**config.mk**
```make
export PLATFORM = sky130hd
export DESIGN_NAME = imem_arb
export DESIGN_NICKNAME = d
export VERILOG_FILES = /design/src/rtl/imem_arb.sv
export SDC_FILE = /design/constraint.sdc
export NUM_CORES = 1
export LEC_CHECK = 0
export CAP_MARGIN = 20
export CORE_ASPECT_RATIO = 0.7
export CORE_MARGIN = 4
export CORE_UTILIZATION = 49
export DETAILED_ROUTE_END_ITERATION = 12
export PLACE_DENSITY = 0.84
export SETUP_SLACK_MARGIN = 0.5
export SKIP_LAST_GASP = 1
export SLEW_MARGIN = 20
export SYNTH_ARGS = -nofsm -noshare
export SYNTH_HDL_FRONTEND = slang
export SYNTH_SLANG_ARGS = --single-unit
export TNS_END_PERCENT = 1
```
**constraint.sdc**
```tcl
create_clock -name clk -period 3.9 [get_ports clk]
set_clock_uncertainty 0.05 [all_clocks]
set_input_delay 0.585 -clock clk [delete_from_list [all_inputs] [get_ports clk]]
set_output_delay 0.585 -clock clk [all_outputs]
set_load 0.005 [all_outputs]
```
**src/rtl/imem_arb.sv**
```systemverilog
// Two-requester valid/ready arbiter for the shared combinational imem read port.
// Define IMEM_ARB_FIXED_PRIO_EN for fixed priority (requester 0 wins); default is round-robin.
module imem_arb #(
  parameter int unsigned ADDR_W = 6,
  parameter int unsigned DATA_W = 32
) (
  input  logic              clk,
  input  logic              reset,
  input  logic              req0_valid,
  input  logic [ADDR_W-1:0] req0_addr,
  output logic              req0_ready,
  output logic              rsp0_valid,
  output logic [DATA_W-1:0] rsp0_data,
  input  logic              rsp0_ready,
  input  logic              req1_valid,
  input  logic [ADDR_W-1:0] req1_addr,
  output logic              req1_ready,
  output logic              rsp1_valid,
  output logic [DATA_W-1:0] rsp1_data,
  input  logic              rsp1_ready,
  output logic [ADDR_W-1:0] mem_a,
  input  logic [DATA_W-1:0] mem_rd,
  output logic [15:0]       conflict_cnt
);

  localparam int unsigned CNT_W = 16;

  logic              prio;
  logic              elig0, elig1, gnt0, gnt1, both;
  logic [ADDR_W-1:0] last_a, last_a_nxt;
  logic              rsp0_valid_nxt, rsp1_valid_nxt;
  logic [DATA_W-1:0] rsp0_data_nxt, rsp1_data_nxt;
  logic [CNT_W-1:0]  cnt_nxt;

  // Grant selection and combinational port outputs; nothing is granted during reset.
  always_comb begin
    elig0      = req0_valid && (!rsp0_valid || rsp0_ready) && !reset;
    elig1      = req1_valid && (!rsp1_valid || rsp1_ready) && !reset;
    both       = elig0 && elig1;
    gnt0       = elig0 && (!elig1 || !prio);
    gnt1       = elig1 && (!elig0 || prio);
    req0_ready = gnt0;
    req1_ready = gnt1;
    mem_a      = last_a;
    if (gnt0) begin
      mem_a = req0_addr;
    end else if (gnt1) begin
      mem_a = req1_addr;
    end
  end

  // Response slots: a consume empties the slot unless an accept refills it the same cycle.
  always_comb begin
    rsp0_valid_nxt = rsp0_valid && !rsp0_ready;
    rsp1_valid_nxt = rsp1_valid && !rsp1_ready;
    rsp0_data_nxt  = rsp0_data;
    rsp1_data_nxt  = rsp1_data;
    last_a_nxt     = mem_a;
    cnt_nxt        = conflict_cnt;
    if (gnt0) begin
      rsp0_valid_nxt = 1'b1;
      rsp0_data_nxt  = mem_rd;
    end
    if (gnt1) begin
      rsp1_valid_nxt = 1'b1;
      rsp1_data_nxt  = mem_rd;
    end
    if (both && (conflict_cnt != {CNT_W{1'b1}})) begin
      cnt_nxt = conflict_cnt + CNT_W'(1);
    end
  end

  always_ff @(posedge clk) begin
    if (reset) begin
      rsp0_valid   <= 1'b0;
      rsp1_valid   <= 1'b0;
      rsp0_data    <= '0;
      rsp1_data    <= '0;
      last_a       <= '0;
      conflict_cnt <= '0;
    end else begin
      rsp0_valid   <= rsp0_valid_nxt;
      rsp1_valid   <= rsp1_valid_nxt;
      rsp0_data    <= rsp0_data_nxt;
      rsp1_data    <= rsp1_data_nxt;
      last_a       <= last_a_nxt;
      conflict_cnt <= cnt_nxt;
    end
  end

`ifdef IMEM_ARB_FIXED_PRIO_EN
  assign prio = 1'b0;
`else
  logic prio_nxt;

  // Round-robin: the requester just served yields priority to the other one.
  always_comb begin
    prio_nxt = prio;
    if (gnt0) begin
      prio_nxt = 1'b1;
    end else if (gnt1) begin
      prio_nxt = 1'b0;
    end
  end

  always_ff @(posedge clk) begin
    if (reset) begin
      prio <= 1'b0;
    end else begin
      prio <= prio_nxt;
    end
  end
`endif

endmodule

```
Word level (Yosys, flattened, before mapping)
Cells that the tools add are included.

Register bits after elaboration: 89. Output and inout bits: 90.

Add/sub/neg operators: 1. Reduce and logical (&&, ||, !) cells: 23. Equality and inequality tests: 1. Mux-type cells: 6.

Operator list (number): adder 16 x 1 -> 16 bit, second input constant (1); inequality test 16 bit, second input constant (1); 2-to-1 mux 6 bit (2); logical AND 1 bit (10); zero test 1 bit (8); logical OR 1 bit (4); 2-to-1 mux 1 bit (4); nonzero test 2 bit (1).

Depth between registers and ports, before layout
Depth in word-level cells: 9. Mapped depth: 6. Depth with buffers taken out: 5.

Worst setup path before layout
Ideal clock, no wire load.

Kind: input to output. Start point: input rsp1_ready. End point: output mem_a[0]. Setup slack: 1.553 ns. Stages: 6. Data arrival time: 1.712 ns. Cell sequence: and2b_4 > nor3_2 > or3_1 > buf_6 > buf_2 > a21oi_1.

Word-level cells in the longest chain between the ends: 7. Elaborated cells on any way between the ends: 9.

Ends and longest elaborated chain: from (decl) (line 20) `input logic rsp1_ready,`; logical OR 1 bit * (line 38) `elig1 = req1_valid && (!rsp1_valid || rsp1_ready) && !reset;`; logical AND 1 bit * (2 in series) (line 38); zero test 1 bit (line 40) `gnt0 = elig0 && (!elig1 || !prio);`; logical OR 1 bit (line 40); logical AND 1 bit (line 40); 2-to-1 mux 6 bit * (line 45) `if (gnt0) begin`; to (decl) (line 21) `output logic [ADDR_W-1:0] mem_a,`.

Every way passes the cells marked *; elsewhere a longest branch is shown, timed or not.

Final worst setup path
Start point: input req1_valid. End point: output mem_a[0].

Word-level cells in the longest chain between the ends: 6. Elaborated cells on any way between the ends: 8.

Ends and longest elaborated chain: from (decl) (line 15) `input logic req1_valid,`; logical AND 1 bit * (2 in series) (line 38); zero test 1 bit (line 40); logical OR 1 bit (line 40); logical AND 1 bit (line 40); 2-to-1 mux 6 bit * (line 45).

Marked as above.

==> results.json <==
{
  "run_status": "complete, no violations",
  "die_h_um": 83.6,
  "cts_tree": "built",
  "cp-end-kind": "primary output",
  "core_area_sq_mm": 0.00791,
  "grt_first_pass_wirelength_mm": 16.7,
  "cts_made_buffers": 9,
  "rrSetupSlack_ns": 1.60,
  "slew_headroom_pct": 31.2,
  "vias_per_cell": 5.28,
  "grt_overflow": 0,
  "initial_core_util_pct": 50.7,
  "worstHoldPathCells": 2,
  "cp-start-kind": "input pin",
  "grt.total_usage_pct": 21.4,
  "final-hold-violation-count": 0,
  "synth_seq_cells": 89,
  "gp_congestion": 0.905,
  "fmax_mhz": 308,
  "crit_cells": 7,
  "setup_ws_ns": 0.655,
  "nets": 583,
  "cp-startpoint": "req1_valid",
  "final_cells": 638,
  "antenna_found_initial": 0,
  "cts_root_buf": "clkbuf_16",
  "fillers": 600,
  "cp_data_required_time_ns": 3.26,
  "reg2reg_to": "conflict_cnt[11]$_SDFFE_PP0P_",
  "insertion_delay_ns": 0.33,
  "row_count": 27,
  "area_growth_syn_to_layout_pct": 41.9,
  "cp.arrival_ns": 2.61,
  "ioPinCount": 140,
  "fin_setup_tns_ns": 0,
  "antenna_left": 0,
  "synth.area.top_cells": "dfxtp_1 (44%), mux2_4 (9.7%), nor2b_1 (6.2%)",
  "grt_pass1_vias": 3353,
  "rsz0062_at_grt": "no",
  "crit_chain": "clkdlybuf4s50_1 > nand2b_4 > a311oi_4 > buf_4 > mux2i_1 > a21oi_1 > clkdlybuf4s50_1",
  "io_buffers": 139,
  "dp_cells": 622,
  "cts.sinks": 89,
  "synth_flop_cell": "dfxtp_1",
  "cp_top_family": "buffers and inverters",
  "path_class": "in2out",
  "drive_gt1_share_pct": 13.8,
  "worstMarginPinSlew_ns": 1.02,
  "ir_drop_v": 0.000259,
  "syn-cell-area_sq_mm": 0.00401,
  "synth-edff-count": 0,
  "cp-endpoint": "mem_a[0]",
  "cp_common_cell": "clkdlybuf4s50_1",
  "leakage_nw": 2.11,
  "critPathMaxFanout": 12,
  "grt_max_degree": 62,
  "routedWlPerCell_um": 16.1,
  "ys_seq_area_share_pct": 44.5,
  "synth_top_area_share_pct": 44.5,
  "worstRegToRegCells": 4,
  "pre_cts_slack_ns": 0.538,
  "ys_types": 41,
  "synth_area_per_cell_sq_um": 9.99,
  "cts_buffer_depth": 2,
  "dpl.hpwl_mm": 7.40,
  "die_w_um": 116,
  "final.min_clock_period_ns": 3.25,
  "via_count": 3367,
  "hold_class": "reg2reg",
  "yosysWarnings": 0,
  "post-cts-setup-buffer-count": 0,
  "setup_viol": 0,
  "cts.htree.levels": 3,
  "maxCapViolations": 0,
  "ys_async_sr_fraction_pct": 0,
  "critPathBufInv": 3,
  "clk_pin_slew_ns": 0.06,
  "multi_input_area_sq_mm": 0.00203,
  "cts-resized-gates": 0,
  "seq_area_sq_mm": 0.00178,
  "die_area_sq_mm": 0.00971,
  "slew_violations": 0,
  "synth_largest_area_cell": "dfxtp_1",
  "drt_wl_total_mm": 10.2,
  "syn_nets": 452,
  "slowest_stage": "clkdlybuf4s50_1",
  "drc": 0,
  "reg2reg_from": "conflict_cnt[2]$_SDFFE_PP0P_",
  "ctsHoldBuffers": 0,
  "synthCells": 401,
  "final_cell_mix": "clkdlybuf4s50_1 (138), dfxtp_1 (89), nand2_1 (40), nor2b_1 (40), nand2b_1 (36)",
  "slowest_delay_ns": 0.55,
  "power_density_mw_per_mm2": 392,
  "final_common_cell": "clkdlybuf4s50_1",
  "dr.first_iter.drc_count": 220,
  "n_antenna_cell": 0,
  "finalCritPeriodShare_pct": 83.2,
  "dr.pass1.iters": 4
}
synth_stat cells, types with 2 or more instances:
master    count
mux2i_1       9
buf_12        3
buf_4         4
dfxtp_1      89
nand2b_4      2
nor2_1        8
buf_6         2
mux2_4       26
a211oi_2      6
nand4_1       5
a21oi_1      11
nor2b_1      40
mux2_2       14
nand2_1      40
nand3_1       6
buf_2         5
inv_1         5
o21ai_0      35
nor4_1       18
nor4b_1       3
clkbuf_1     12
or4_1         2
or3_1         2
nand2b_1     36
o31ai_1       2
registers in the layout, summed over array words and instances (netlist names):
register	count
rsp0_valid	1
rsp0_data	32
rsp1_valid	1
prio	1
last_a	6
rsp1_data	32
conflict_cnt	16
per-layer routing:
metal / part of all wire (%) / vias to the layer above / GRT usage, %
li1: - / 1645 / -
met1: 44 / 1589 / 27.2
met2: 47 / 118 / 33.9
met3: 6.9 / 15 / 6.59
met4: 1.8 / 0 / 7.80
met5: 0 / - / 0
cell type report:
| cell class | count | area share (%) |
|---|---|---|
| repair buffers | 146 | 25.3 |
| flip-flops and latches | 89 | 31.3 |
| well taps | 101 | 2.22 |
| clock inverters | 2 | 0.660 |
| multi-input cells | 281 | 35.7 |
| inverters | 5 | 0.330 |
| clock buffers | 14 | 4.47 |
worst register-to-register path: stages, from the launching register on:
cell,delay (ns)
dfxtp_1,0.43
nand4_1,0.26
nor4_2,0.96
nor4_1,0.18
mux2_2,0.32
metrics by stage:
| stage | power (mW) | instance area [sq um] | hold slack, ns | utilization (%) |
|---|---|---|---|---|
| floorplan | 1.19 | 4010 | 0.404 | - |
| global placement | 1.39 | 5390 | 0.411 | 68.2 |
| detailed placement | 1.40 | 5390 | 0.414 | 68.2 |
| CTS | 2.25 | 5680 | 0.423 | 71.9 |
| global route | 2.32 | 5680 | 0.449 | 71.9 |
| finish | 2.23 | 5680 | 0.420 | 71.9 |
cells by family (layout without fill, tap and decap cells):
group,count (synthesis),after routing,share of synthesized area (%)
and+or+nand+nor,172,172,24.9
DFF,89,89,44.5
AOI/OAI and AO/OA,59,59,9.37
muxes,49,49,15.9
buffers and inverters,31,167,5.03
adders and majority gates,1,1,0.312
power breakdown:
group	switching (mW)	leakage, nW	total [mW]	internal, mW
clock network	0.333	0.137	0.848	0.515
logic	0.140	1.24	0.375	0.236
registers	0.0309	0.730	1.00	0.971
worst min-delay path by stage:
stage	start	to	slack [ns]
after floorplan	prio$_SDFFE_PP0P_	prio$_SDFFE_PP0P_	0.40
after global placement	rsp1_data[18]$_SDFFE_PP0P_	rsp1_data[18]$_SDFFE_PP0P_	0.41
after detailed placement	rsp1_data[13]$_SDFFE_PP0P_	rsp1_data[13]$_SDFFE_PP0P_	0.41
after CTS	rsp1_data[13]$_SDFFE_PP0P_	rsp1_data[13]$_SDFFE_PP0P_	0.42
after global routing	rsp1_data[28]$_SDFFE_PP0P_	rsp1_data[28]$_SDFFE_PP0P_	0.45
final	rsp1_data[0]$_SDFFE_PP0P_	rsp1_data[0]$_SDFFE_PP0P_	0.42
No activity file was read; power rests on OpenSTA's default activity.
